<file path="config.mk">
export PLATFORM = sky130hd
export DESIGN_NAME = edge_pack_wr
export DESIGN_NICKNAME = d
export VERILOG_FILES = /design/src/rtl/edge_pkg.sv /design/src/rtl/edge_bit_packer.sv /design/src/rtl/edge_pack_wr.sv
export SDC_FILE = /design/constraint.sdc
export NUM_CORES = 1
export LEC_CHECK = 0
export CAP_MARGIN = 20
export CORE_UTILIZATION = 35
export CTS_BUF_LIST = sky130_fd_sc_hd__clkbuf_8
export CTS_CLUSTER_DIAMETER = 40
export DETAILED_ROUTE_END_ITERATION = 10
export GPL_TIMING_DRIVEN = 1
export PLACE_DENSITY = 0.57
export SKIP_LAST_GASP = 1
export SYNTH_ARGS = -nofsm -noshare
export SYNTH_HDL_FRONTEND = slang
export SYNTH_SLANG_ARGS = --single-unit
</file>
<file path="constraint.sdc">
create_clock -name clk -period 6.3 [get_ports clk]
set_input_delay 1.26 -clock clk [delete_from_list [all_inputs] [get_ports clk]]
set_output_delay 1.26 -clock clk [all_outputs]
set_load 0.01 [all_outputs]
</file>
<file path="src/rtl/edge_pkg.sv">
// Shared constants and FSM state type for the edge-map packing stage.
package edge_pkg;

   localparam int IMG_W        = 32;
   localparam int IMG_H        = 32;
   localparam int FRAME_PIX    = IMG_W * IMG_H;
   localparam int PIX_PER_WORD = 8;
   localparam int WORD_CNT     = FRAME_PIX / PIX_PER_WORD;

   typedef enum logic [1:0] {
      IDLE = 2'd0,
      PACK = 2'd1,
      DONE = 2'd2
   } state_t;

endpackage

</file>
<file path="src/rtl/edge_bit_packer.sv">
// Accumulates binary pixels into a byte; word_out already contains the bit
// being inserted this cycle so the byte is complete on its last pixel.
module edge_bit_packer (
   input  logic       clk,
   input  logic       rst,
   input  logic       en,
   input  logic       bit_in,
   input  logic [2:0] bit_idx,
   output logic [7:0] word_out
);

   logic [7:0] acc;

   always_comb begin
      word_out          = acc;
      word_out[bit_idx] = bit_in;
   end

   // Clear after the last bit so a new word never carries old pixels.
   always_ff @(posedge clk or posedge rst) begin
      if (rst) begin
         acc <= 8'h00;
      end else if (en) begin
         acc <= (bit_idx == 3'd7) ? 8'h00 : word_out;
      end
   end

endmodule

</file>
<file path="src/rtl/edge_pack_wr.sv">
// Binarizes a raster edge-magnitude stream, packs 8 pixels per byte and writes
// the frame to result memory. EDGE_PACK_CNT_EN adds the per-frame 1-pixel count.
module edge_pack_wr #(
   parameter int IMG_W  = 32,
   parameter int IMG_H  = 32,
   parameter int ADDR_W = 7
) (
   input  logic              clk,
   input  logic              rst,
   input  logic              valid,
   input  logic [7:0]        edge_in,
   input  logic [7:0]        thresh,
   output logic              mem_we,
   output logic [ADDR_W-1:0] mem_addr,
   output logic [7:0]        mem_wdata,
   output logic              done,
   output logic [10:0]       edge_cnt
);

   import edge_pkg::*;

   localparam int               PIX_W    = ADDR_W + 3;
   localparam logic [PIX_W-1:0] LAST_PIX = PIX_W'(IMG_W * IMG_H - 1);

   state_t           state;
   logic [PIX_W-1:0] pix_cnt;
   logic [7:0]       thr_q;

   logic             frame_start;
   logic [7:0]       thr_eff;
   logic             pix_bit;
   logic             word_end;
   logic             frame_end;
   logic [7:0]       packed_word;

   // Pixel 0 is accepted outside PACK and must use the live threshold.
   assign frame_start = (state != PACK);
   assign thr_eff     = frame_start ? thresh : thr_q;
   assign pix_bit     = (edge_in >= thr_eff);
   assign word_end    = valid && (pix_cnt[2:0] == 3'd7);
   assign frame_end   = valid && (pix_cnt == LAST_PIX);

   edge_bit_packer u_packer (
      .clk      (clk),
      .rst      (rst),
      .en       (valid),
      .bit_in   (pix_bit),
      .bit_idx  (pix_cnt[2:0]),
      .word_out (packed_word)
   );

   always_ff @(posedge clk or posedge rst) begin
      if (rst) begin
         state   <= IDLE;
         pix_cnt <= '0;
         thr_q   <= 8'h00;
      end else begin
         case (state)
            IDLE: begin
               if (valid) begin
                  thr_q   <= thresh;
                  pix_cnt <= PIX_W'(1);
                  state   <= PACK;
               end
            end
            PACK: begin
               if (valid) begin
                  if (pix_cnt == LAST_PIX) begin
                     pix_cnt <= '0;
                     state   <= DONE;
                  end else begin
                     pix_cnt <= pix_cnt + PIX_W'(1);
                  end
               end
            end
            DONE: begin
               if (valid) begin
                  thr_q   <= thresh;
                  pix_cnt <= PIX_W'(1);
                  state   <= PACK;
               end else begin
                  state   <= IDLE;
               end
            end
            default: state <= IDLE;
         endcase
      end
   end

   // Output stage: one write per completed word, done on the last word.
   always_ff @(posedge clk or posedge rst) begin
      if (rst) begin
         mem_we    <= 1'b0;
         mem_addr  <= '0;
         mem_wdata <= 8'h00;
         done      <= 1'b0;
      end else begin
         mem_we <= word_end;
         done   <= frame_end;
         if (word_end) begin
            mem_addr  <= pix_cnt[PIX_W-1:3];
            mem_wdata <= packed_word;
         end
      end
   end

`ifdef EDGE_PACK_CNT_EN
   logic [10:0] cnt_acc;

   always_ff @(posedge clk or posedge rst) begin
      if (rst) begin
         cnt_acc  <= 11'd0;
         edge_cnt <= 11'd0;
      end else if (valid) begin
         cnt_acc <= (frame_start ? 11'd0 : cnt_acc) + 11'(pix_bit);
         if (frame_end) begin
            edge_cnt <= cnt_acc + 11'(pix_bit);
         end
      end
   end
`else
   assign edge_cnt = 11'd0;
`endif

endmodule

</file>
==> results.md <==
- Fraction of the yosys area taken by sequential cells: 45.0%
- Setup total negative slack: 0 ns
- Total wirelength of the detailed-routed design: 4.99 mm
- DRC violation count after routing: 0
- EDFF count, synth: 0
- Class of the tightest hold or removal check: reg2reg
- Top cells by area in the synthesized netlist: sky130_fd_sc_hd__dfrtp_1, sky130_fd_sc_hd__nand2_1, sky130_fd_sc_hd__ha_1, sky130_fd_sc_hd__mux2_2, sky130_fd_sc_hd__o21ai_0
- Post-route clock skew: 0.00752 ns
- Number of buffers added on ports: 35
- Worst-case reg-to-reg path depth: 7
- Fmax: 297 MHz
- Post-Synthesis Mean Instance Area: 9.37 µm²
- Total via count after detailed routing: 1896
- CTS H-Tree Depth: 2
- Count of nets left with antenna violations after detail routing: 0
- RSZ-0062 raised after global routing: no
- Top cell type by total area after synthesis: sky130_fd_sc_hd__dfrtp_1
- Clock tree from TritonCTS: yes
- Core Footprint: 6830 µm²
- Startpoint-to-endpoint class of the critical path: in2reg
- Postcts setup bufs: 0
- Share of the synthesized area in the top cell type: 45.0%
- Slew at the pin closest to its max-slew limit: 0.712 ns
- Estimated wirelength of the detail-placed design: 3.49 mm
- Most frequent standard cell in the layout excluding fill and tap cells: sky130_fd_sc_hd__nand2_1
- Commonest non-fill, non-tap cells in the layout: sky130_fd_sc_hd__nand2_1, sky130_fd_sc_hd__dfrtp_1, sky130_fd_sc_hd__clkdlybuf4s50_1
- Synthesized netlist cell count: 267
- Max capacitance violation total: 0
- Die area: 7490 µm²
- Number of buffers added by the clock tree synthesis step: 5
- Number of warning messages in the yosys log: 0
- Final hold violation count: 0
- Combined global-route utilization of all metal layers: 14.8%
- Number of max-slew violations in the final report: 0
- Mapped cell area: 2500 µm²
- DRT iter0 DRCs: 144
- Initial antenna violation count: 0
- Global placer's final weighted congestion: 0.782
- TritonCTS sink count: 45
- Number of rows in the core area: 30
- Slack of the worst reg-to-reg path: 3.21 ns
- Via count of the first global-routing pass: 1781
- Setup crit end: mem_wdata[4]
- Power per unit of standard cell area: 315 nW/µm²
- Setup-violating endpoint count in the final report: 0
- Avg Vias per Cell: 4.82
- Critical R2R Capture: mem_wdata[4]
- Number of distinct library cells after synthesis: 41
- Final period demand of the worst path: 3.37 ns
- Leakage power figure: 1.31 nW
- Clock-pin slew of the registers on the worst-case setup and hold paths: 0.08 ns
- Max Fanout on Critical Path: 9
- Io pins: 47
- Root Buffer: sky130_fd_sc_hd__clkbuf_8
- Initial core utilization: 36.6%
- Routed length per instance: 12.7 µm
- Number of buffers on the longest clock path: 2
- Number of cells in the design after placement: 383
- Aggregate global routing overflow: 0
- Worst path required time: 6.48 ns
- Overall die height: 86.5 µm
- Post-synth ARST share: 100%
- Share of post-route cells with drive strength above 1: 7.74%
- Horizontal extent of the die: 86.5 µm
- Hold buffers post-CTS: 0
- Number of resized instances in the post-cts repair step: 0
- Pwr Total: 0.947 mW
- Signed area change from the synthesized netlist to the final layout: 20.1%
- First-pass DRT Iterations: 4
- First-pass GRT wire length: 8.57 mm
- Largest net degree at the start of global routing: 46
- Run status: completed
- Final Net Count: 325
- Most common flop cell mapped by yosys: sky130_fd_sc_hd__dfrtp_1
- Capturing element type of the critical path: flip-flop
- Synth Register Bits: 45
- CP Launch Point: thresh[0]
- Startpoint of the worst register-to-register path: state[0]
- Later-pin clock latency in the skew report: 0.31 ns
- Normalized max-slew margin: 52.3%
- Data arrival time of the critical path: 3.55 ns
- Number of antenna repair diodes: 0
- Count of placed standard cells in the final layout, fillers left out: 393
- Startpoint Class: primary input
- Hold slack final: 0.478 ns
- Fraction of the cycle the final worst path needs: 53.5%
- Worst vdd ir: 0.0947 mV
## worst max-delay path: stages
cell and delay, ns:
sky130_fd_sc_hd__clkdlybuf4s50_1 0.41, sky130_fd_sc_hd__mux2_2 0.27, sky130_fd_sc_hd__ha_1 0.26, sky130_fd_sc_hd__nand2b_1 0.14, sky130_fd_sc_hd__a2111o_1 0.57, sky130_fd_sc_hd__a311oi_4 0.48, sky130_fd_sc_hd__a21oi_1 0.14
## registers in the layout (all words and copies together) (netlist names)
name / count
done: 1
mem_addr: 7
mem_wdata: 8
mem_we: 1
pix_cnt: 10
state: 2
thr_q: 8
u_packer.acc: 8
## cells in the mapped netlist (7+ instances only)
| library cell | instances |
|---|---|
| sky130_fd_sc_hd__clkbuf_1 | 7 |
| sky130_fd_sc_hd__or3_1 | 8 |
| sky130_fd_sc_hd__mux2_2 | 9 |
| sky130_fd_sc_hd__and2_1 | 9 |
| sky130_fd_sc_hd__a21oi_1 | 14 |
| sky130_fd_sc_hd__nand3_1 | 17 |
| sky130_fd_sc_hd__dfrtp_1 | 45 |
| sky130_fd_sc_hd__mux2i_1 | 8 |
| sky130_fd_sc_hd__buf_4 | 11 |
| sky130_fd_sc_hd__o21ai_0 | 18 |
| sky130_fd_sc_hd__ha_1 | 10 |
| sky130_fd_sc_hd__nand4_1 | 10 |
| sky130_fd_sc_hd__nand2_1 | 46 |
## power breakdown
part           switching, mW  leakage [nW]  internal, mW  total [mW]
Clock                 0.0996        0.0626         0.128       0.227
Sequential            0.0663         0.569         0.370       0.436
Combinational          0.137         0.676         0.147       0.284
Total                  0.302          1.31         0.645       0.947
## cell families (layout without fill, tap and decap cells)
kind of cell | count (synthesis) | count (layout) | synth area share (%)
buf+inv | 31 | 51 | 6.85
xor+xnor | 3 | 3 | 1.05
compound gates | 45 | 45 | 11.6
other cells | 1 | 11 | 0.150
flops | 45 | 45 | 45.0
mux | 17 | 17 | 7.25
fa+ha+maj | 10 | 10 | 5.00
simple gates | 115 | 115 | 23.1
## worst min-delay path by stage
stage	start	endpoint	slack [ns]	cells after the start
finish	mem_addr[1]	mem_addr[1]	0.48	2
global route	u_packer.acc[0]	u_packer.acc[0]	0.51	2
CTS	u_packer.acc[5]	u_packer.acc[5]	0.48	2
detailed placement	mem_addr[3]	mem_addr[3]	0.46	2
global placement	mem_addr[3]	mem_addr[3]	0.46	2
floorplan	u_packer.acc[0]	u_packer.acc[0]	0.44	2
## routing by layer
metal | GRT usage (%) | wire length (µm) | up-vias
met5 | 0 | 0 | -
met4 | 6.52 | 80 | 0
met3 | 2.76 | 209 | 7
met2 | 22.8 | 2140 | 46
met1 | 20.3 | 2560 | 870
li1 | - | - | 973
## through the flow
step	area (µm²)	utilization (%)	setup WS, ns
after global routing	3000	44.0	2.83
after detailed placement	2860	41.9	2.61
final	3000	44.0	2.93
after global placement	2860	41.9	2.61
after floorplan	2540	-	3.31
after CTS	2980	43.6	2.93
## final cells by class
class | instances | area, µm²
clock buffer | 6 | 82.6
clock inverter | 2 | 33.8
fill | 692 | 3830
inverter | 6 | 22.5
multi-input combinational | 201 | 1240
sequential | 45 | 1130
tap | 96 | 120
timing repair buffer | 37 | 378
No activity file was read; power rests on OpenSTA's default activity.
